## config.mk

```make
export PLATFORM = sky130hd
export DESIGN_NAME = sort_stream_ctrl
export DESIGN_NICKNAME = d
export VERILOG_FILES = /design/src/rtl/sort_stream_ctrl.sv
export SDC_FILE = /design/constraint.sdc
export NUM_CORES = 1
export LEC_CHECK = 0
export CAP_MARGIN = 20
export CORE_AREA = 5 5 224 226
export DETAILED_ROUTE_END_ITERATION = 10
export DIE_AREA = 0 0 229 231
export MAX_ROUTING_LAYER = met4
export PLACE_DENSITY_LB_ADDON = 0.08
export SLEW_MARGIN = 40
export SYNTH_ARGS = -nofsm -noshare
export SYNTH_HDL_FRONTEND = slang
export SYNTH_SLANG_ARGS = --single-unit
```

## constraint.sdc

```tcl
create_clock -name clk -period 25.4 [get_ports clk]
set_input_delay 5.08 -clock clk [delete_from_list [all_inputs] [get_ports clk]]
set_output_delay 5.08 -clock clk [all_outputs]
set_load 0.02 [all_outputs]
```

## src/rtl/sort_stream_ctrl.sv

```systemverilog
// rtl/sort_stream_ctrl.sv - stream sequencer for an N-lane odd-even transposition sorter
// Define SORT_STREAM_DESC_EN to drain each batch in descending order.
module sort_stream_ctrl #(
    parameter int N = 8
) (
    input  logic            clk,
    input  logic            rst_n,
    input  logic            in_valid,
    output logic            in_ready,
    input  logic [31:0]     in_data,
    input  logic            in_last,
    output logic            out_valid,
    input  logic            out_ready,
    output logic [31:0]     out_data,
    output logic            out_last,
    output logic            busy,
    output logic            sorter_load,
    output logic [N*32-1:0] sorter_in_flat,
    input  logic [N*32-1:0] sorter_out_flat
);
    localparam int CW = $clog2(N + 1);
    localparam logic [CW-1:0] N_M1 = CW'(N - 1);
    localparam logic [CW-1:0] N_C  = CW'(N);
    localparam logic [CW-1:0] ONE  = CW'(1);

    typedef enum logic [1:0] {FILL, LOAD, SORT, DRAIN} state_t;

    state_t          state;
    logic [CW-1:0]   wr_cnt;
    logic [CW-1:0]   cnt;
    logic [CW-1:0]   sort_cnt;
    logic [CW-1:0]   rd_cnt;
    logic [N*32-1:0] ibuf;
    logic [N*32-1:0] obuf;
    logic [CW-1:0]   first_idx;
    logic [CW-1:0]   next_idx;
    logic            in_fire;
    logic            batch_end;
    logic            capture;

    assign in_fire   = (state == FILL) && in_valid;
    assign batch_end = in_fire && ((wr_cnt == N_M1) || in_last);
    assign capture   = (state == SORT) && (sort_cnt == N_C);
    assign sorter_in_flat = ibuf;

`ifdef SORT_STREAM_DESC_EN
    assign first_idx = cnt - ONE;
    assign next_idx  = cnt - CW'(2) - rd_cnt;
`else
    assign first_idx = '0;
    assign next_idx  = rd_cnt + ONE;
`endif

    // Buffers carry no reset; their contents only matter once a batch is written.
    always_ff @(posedge clk) begin
        if (in_fire) begin
            for (int i = 0; i < N; i++) begin
                if (CW'(i) == wr_cnt)
                    ibuf[i*32 +: 32] <= in_data;
                else if (batch_end && (CW'(i) > wr_cnt))
                    ibuf[i*32 +: 32] <= 32'hFFFF_FFFF;
            end
        end
        if (capture)
            obuf <= sorter_out_flat;
    end

    always_ff @(posedge clk or negedge rst_n) begin
        if (!rst_n) begin
            state       <= FILL;
            in_ready    <= 1'b1;
            out_valid   <= 1'b0;
            out_last    <= 1'b0;
            out_data    <= '0;
            sorter_load <= 1'b0;
            busy        <= 1'b0;
            wr_cnt      <= '0;
            cnt         <= '0;
            sort_cnt    <= '0;
            rd_cnt      <= '0;
        end else begin
            case (state)
                FILL: begin
                    if (batch_end) begin
                        cnt         <= wr_cnt + ONE;
                        wr_cnt      <= '0;
                        state       <= LOAD;
                        in_ready    <= 1'b0;
                        busy        <= 1'b1;
                        sorter_load <= 1'b1;
                    end else if (in_fire) begin
                        wr_cnt <= wr_cnt + ONE;
                    end
                end
                LOAD: begin
                    sorter_load <= 1'b0;
                    sort_cnt    <= '0;
                    state       <= SORT;
                end
                SORT: begin
                    // The first word comes straight from the sorter so out_data is valid with out_valid.
                    if (capture) begin
                        state     <= DRAIN;
                        rd_cnt    <= '0;
                        out_valid <= 1'b1;
                        out_data  <= sorter_out_flat[int'(first_idx)*32 +: 32];
                        out_last  <= (cnt == ONE);
                    end else begin
                        sort_cnt <= sort_cnt + ONE;
                    end
                end
                DRAIN: begin
                    if (out_ready) begin
                        if (out_last) begin
                            state     <= FILL;
                            out_valid <= 1'b0;
                            out_last  <= 1'b0;
                            out_data  <= '0;
                            in_ready  <= 1'b1;
                            busy      <= 1'b0;
                        end else begin
                            rd_cnt   <= rd_cnt + ONE;
                            out_data <= obuf[int'(next_idx)*32 +: 32];
                            out_last <= ((rd_cnt + ONE) == (cnt - ONE));
                        end
                    end
                end
                default: state <= FILL;
            endcase
        end
    end
endmodule

```

==> impl_metrics.ini, run 1 <==
[run_status]
status = finished clean

[flow_run]
drv_cap = 0

[timing]
drv_slew = 0
clock_skew_ps = 20.0
rsz0062_at_grt = no
period_minus_slack_ps = 7050
worstMarginPinSlew_ps = 794
fin_tns_setup_ps = 0
finalHoldViolations = 0
max_slew_margin = 0.471
max_freq_ghz = 0.142
finalCritPeriodShare = 0.277
setup_viol = 0
fin_worst_hold_slack_ps = 540

[power_and_ir_drop]
power.density_mw_per_mm2 = 90.5
seq_power_share = 0.423
leakagePower_nw = 9.58
switchingPower_uw = 824
switching_share = 0.298
p_comb_frac = 0.277
p_int_mw = 1.94
pwr-share-clk = 0.301
peakVddDrop_v = 0.0000647

[floorplanning]
die_x_um = 229
initial_core_util = 0.455
design.portCount = 586
die-height_um = 231
rows = 81
dieArea_mm2 = 0.0529
core_mm2 = 0.0481

[critical_path]
path_max_fanout = 12
path_cells = clkdlybuf4s50_1
slowest_stage = clkdlybuf4s50_1
crit_type = reg2out
crit_buf_inv = 1
max_stage_delay_ps = 780
crit_family = buffers and inverters
worstPathRequired_ps = 20320
worstPathArrival_ps = 1970
r2r_setup_slack_ps = 21220
crit_path_start_kind = flip-flop
end_kind = output port

[cells_and_area]
area_delta_synth_final_pct = 39.5
nNetsFinal = 2139
fillers = 3491
final_core_util = 0.635
final_layout_size_suffix_gt1_frac = 0.139
stdcell_count = 2520
final_cell_area_mm2 = 0.0305

[route]
drtIter0Drc = 1001
dr.pass1.iters = 7
route.detailed.drc = 0
num_vias = 13000
avgRoutedWirePerCell_um = 24.3
ant_nets = 0
drt-total-wl_um = 61200
via_per_inst = 5.16

[synthesis]
yosysWarnings = 0
synth-main-ff-cell = edfxtp_1
synth_cell_types = 49
async_flop_share = 0.0970
synth_cells = 1224
synth_edf_count = 512
synthesis.area_mm2 = 0.0219
seq_area_frac_synth = 0.765
synth.avg_cell_area_um2 = 17.9
synth_seq_cells = 567
syn-num-nets = 1530

[placement]
gp_congestion = 0.829
dp_hpwl_um = 44000
place_inst = 2395
numPortBuffers = 585
dpl_cell_area_mm2 = 0.0286

[clock_tree]
ctsHtreeMaxLevel = 2
post_cts_buffers = 0
clock-sinks = 567
cts_root_buf = clkbuf_16
insertion_delay_ps = 600
cts_resized = 0
cts_made_buffers = 58
tritoncts = yes
clock_path_buffers = 3
cts_hold_buf = 0
clk_pin_slew_ps = 60

[global_route]
grt_max_degree = 96
grt_usage = 0.234
grt_pass1_wl_um = 89700
grt_pass1_vias = 13600
antenna_found_initial = 15
grt_overflow_total = 0

[worst_hold_path]
hp-class = reg2reg
-- layout make-up --
class,instances,area (um2),share of cell area
clock buffer,73,1570,0.0514
antenna,17,42.5,0.00139
clock inverter,35,284,0.00930
multi-input combinational,582,4890,0.160
inverter,12,45.0,0.00147
tap,622,778,0.0255
timing repair buffer,612,6180,0.202
sequential,567,16800,0.548
-- Yosys cell counts (all sizes together), types with 8 or more instances --
cell type  number  area (um2)
nor2           47         176
nand3           8        45.0
nand2b        192        1200
a21oi          44         231
edfxtp        512       15400
clkbuf         31         116
mux4           64        1440
ha             13         163
mux2i          37         370
buf            32         201
inv            12        45.0
or2            65         407
nand2          20        75.1
o21ai          13        68.8
o22ai          32         200
dfrtp          54        1350
-- stage by stage --
stage	total power [mW]	worst slack, ps
after CTS	2.79	18310
after global placement	1.93	17630
after global routing	2.89	18270
final	2.77	18350
after floorplan	1.63	13020
after detailed placement	1.96	17930
-- kinds of logic (layout without fill, tap and decap cells) --
group,after synthesis,after routing,share of synthesized area
fa+ha+maj,13,13,0.00743
flops,567,567,0.765
compound gates,104,104,0.0286
buf+inv,75,732,0.0166
xor+xnor,12,12,0.00548
other cells,0,17,0
mux,104,104,0.0843
simple gates,349,349,0.0928
-- worst register-to-register path: cells and delay by family (launching register included) --
kind,cells,cell delay [ps]
buffers and inverters,5,2360
AND/OR/NAND/NOR,1,520
flip-flops,1,410
adder cells (fa/ha/maj),1,460
-- flip-flops by register name, summed over array words and instances, names as in the netlist --
signal / flops
obuf: 256
sorter_in_flat: 256
out_data: 32
cnt: 4
rd_cnt: 4
sort_cnt: 4
wr_cnt: 4
state: 2
busy: 1
in_ready: 1
out_last: 1
out_valid: 1
sorter_load: 1
-- per-layer routing --
| metal | GRT usage | up-vias | share of wire |
|---|---|---|---|
| met5 | - | - | 0 |
| met3 | 0.0814 | 92 | 0.089 |
| met4 | 0.0663 | 0 | 0.027 |
| met1 | 0.283 | 6540 | 0.39 |
| li1 | - | 5857 | - |
| met2 | 0.378 | 518 | 0.50 |
-- path summary, 6_finish.rpt --
kind / start / to / cells after the start
max in group asynchronous: rst_n / rd_cnt[0] / 2
max reg2reg: state[0] / obuf[231] / 7
min reg2reg: out_data[14] / out_data[14] / 2
min in group asynchronous: rst_n / out_data[21] / 2
min: out_data[14] / out_data[14] / 2
max: out_last / out_last / 1
-- power by group through the flow --
stage          sequential, mW  clock [mW]  combinational (mW)
4_1_cts                  1.17       0.849               0.775
5_1_grt                  1.18       0.891               0.823
2_1_floorplan            1.24           0               0.385
6_report                 1.17       0.832               0.765
3_3_place_gp             1.19           0               0.743
3_5_place_dp             1.19           0               0.774
-- placed cells by master, fill, tap and decap left out, types with 5 or more instances in the layout --
cell type        count
clkdlybuf4s50_1    584
edfxtp_1           512
nand2b_1           192
or2_2               65
mux4_2              64
clkbuf_16           61
dfrtp_1             53
nor2_1              44
a21oi_1             40
mux2i_1             37
o22ai_1             32
nand2_1             19
diode_2             17
clkinv_1            17
buf_4               14
inv_1               12
ha_1                12
clkbuf_1            12
clkinv_2            11
o21ai_0             10
nand3_1              7
xor2_1               5
xnor2_1              5
bufinv_16            5
No activity file was read; power rests on OpenSTA's default activity.
==> inputs of run 2 (changes only) <==
--- a/config.mk
+++ b/config.mk
@@ -6,9 +6,9 @@
 export NUM_CORES = 1
 export LEC_CHECK = 0
 export CAP_MARGIN = 20
-export CORE_AREA = 5 5 224 226
+export CORE_MARGIN = 5
+export CORE_UTILIZATION = 44
 export DETAILED_ROUTE_END_ITERATION = 10
-export DIE_AREA = 0 0 229 231
 export MAX_ROUTING_LAYER = met4
 export PLACE_DENSITY_LB_ADDON = 0.08
 export SLEW_MARGIN = 40
==> constraint.sdc (replaced) <==
create_clock -name clk -period 6.05 [get_ports clk]
set_input_delay 1.21 -clock clk [delete_from_list [all_inputs] [get_ports clk]]
set_output_delay 1.21 -clock clk [all_outputs]
set_load 0.02 [all_outputs]
==> run 2 against run 1 <==
  * Utilization shrank 1.0 points
  * Sequential share of layout area shrank 0.13 points
  * Cell area grew 0.24%
  * Clock power grew to 4.1 times the previous value
  * Sequential power grew to 4.2 times the previous value
  * Non-clock buffer count grew 4
  * Worst setup slack lost 16000 ps
  * First-iteration DRC count shrank 17%
  * Global-route usage shrank 0.82 points
  * Final cell count grew 1.8%
  * Via count shrank 0.20%
  * Critical path type is now in2reg
  * Highest routed layer unchanged
==> impl_metrics.ini, run 2 (same netlist as run 1, synthesis figures left out) <==
[run_status]
status = finished clean

[critical_path]
crit_path_start_kind = input port
r2r_setup_slack_ps = 2760
rr_worst_depth = 9
worstPathArrival_ps = 3930
r2r_end = sorter_in_flat[200]
path_max_fanout = 33
end_kind = flip-flop
crit_type = in2reg
reg2reg_from = state[1]
worstPathRequired_ps = 6350

[clock_tree]
cts_hold_buf = 0
clock_path_buffers = 3
insertion_delay_ps = 600
cts_made_buffers = 59
clk_pin_slew_ps = 60
clock-sinks = 567
tritoncts = yes
post_cts_buffers = 0
cts_resized = 0
cts_root_buf = clkbuf_16
ctsHtreeMaxLevel = 2

[cells_and_area]
area_delta_synth_final_pct = 39.8
final_common_cell = clkdlybuf4s50_1
final_layout_size_suffix_gt1_frac = 0.141
final_cell_mix = clkdlybuf4s50_1 (584), edfxtp_1 (512), nand2b_1 (192)
stdcell_count = 2566
nNetsFinal = 2144
final_cell_area_mm2 = 0.0306
final_core_util = 0.624

[worst_hold_path]
min_path_cells = 2
min_from = sorter_load
hold_end = sorter_load
hp-class = reg2reg

[placement]
gp_congestion = 0.791
numPortBuffers = 585
dp_hpwl_um = 43900
place_inst = 2440
dpl_cell_area_mm2 = 0.0287

[global_route]
grt_pass1_wl_um = 88100
grt_max_degree = 101
grt_pass1_vias = 13500
antenna_found_initial = 16
grt_overflow_total = 0
grt_usage = 0.226

[floorplanning]
core_mm2 = 0.0491
rows = 81
dieArea_mm2 = 0.0543
die-height_um = 233
design.portCount = 586
die_x_um = 233
initial_core_util = 0.447

[timing]
finalCritPeriodShare = 0.599
max_freq_ghz = 0.276
fin_tns_setup_ps = 0
max_slew_margin = 0.497
drv_slew = 0
worstMarginPinSlew_ps = 752
period_minus_slack_ps = 3620
rsz0062_at_grt = no
clock_skew_ps = 19.0
finalHoldViolations = 0
setup_viol = 0
fin_worst_hold_slack_ps = 551

[route]
dr.pass1.iters = 5
avgRoutedWirePerCell_um = 23.9
drt-total-wl_um = 61300
num_vias = 13000
route.detailed.drc = 0
via_per_inst = 5.06
ant_nets = 0
drtIter0Drc = 829

[power_and_ir_drop]
peakVddDrop_v = 0.000257
power.density_mw_per_mm2 = 377
leakagePower_nw = 9.59

[flow_run]
drv_cap = 0
run 2: changes by cell type in the layout (fill, tap and decap cells not counted), moves of 3 or more:
| cell | change |
|---|---|
| buf_12 | +3 |
| buf_6 | -3 |
| buf_8 | +5 |
| bufinv_16 | -3 |
| clkbuf_1 | +4 |
| clkbuf_8 | +3 |
| clkinv_2 | -4 |
| inv_6 | +3 |
run 2: critical path, cell delays in order:
cell	delay, ps
clkdlybuf4s50_1	530
nand2_1	450
nor3_2	290
buf_4	450
nand2_1	180
a21oi_4	420
buf_8	210
buf_8	170
run 2: how the worst max path moves through the flow:
| stage | slack (ps) | to | cells after the start | from |
|---|---|---|---|---|
| finish | 2430 | sorter_in_flat[200] | 8 | in_valid |
| global route | 2260 | sorter_in_flat[200] | 8 | in_valid |
| CTS | 2470 | sorter_in_flat[200] | 8 | in_valid |
| detailed placement | 1820 | sorter_in_flat[194] | 8 | in_valid |
| global placement | 1660 | sorter_in_flat[196] | 6 | in_valid |
| floorplan | 200 | sorter_in_flat[192] | 4 | in_valid |
run 2: routing by layer:
metal / vias to the layer above / share of wire / global-route usage / wire, um
li1: 5860 / - / - / -
met1: 6528 / 0.38 / 0.271 / 23200
met2: 474 / 0.51 / 0.369 / 31000
met3: 119 / 0.079 / 0.0590 / 4840
met4: 0 / 0.038 / 0.0877 / 2310
met5: - / 0 / - / 0
run 2: per-stage QoR:
stage / worst slack (ps) / power, mW
global placement: 1660 / 8.10
CTS: 2470 / 11.7
floorplan: 200 / 6.83
finish: 2430 / 11.5
global route: 2260 / 12.1
detailed placement: 1820 / 8.23
run 2: cell type report:
type	instances	area, um2
clock inverter	28	186
sequential	567	16800
inverter	12	45.0
fill	3723	18400
clock buffer	81	1640
multi-input combinational	582	4900
timing repair buffer	616	6220
tap	664	831
antenna	16	40.0
run 2: power by group:
part           internal, mW  switching, mW
clock network          1.97           1.46
logic                  1.42           1.78
registers              4.69          0.217
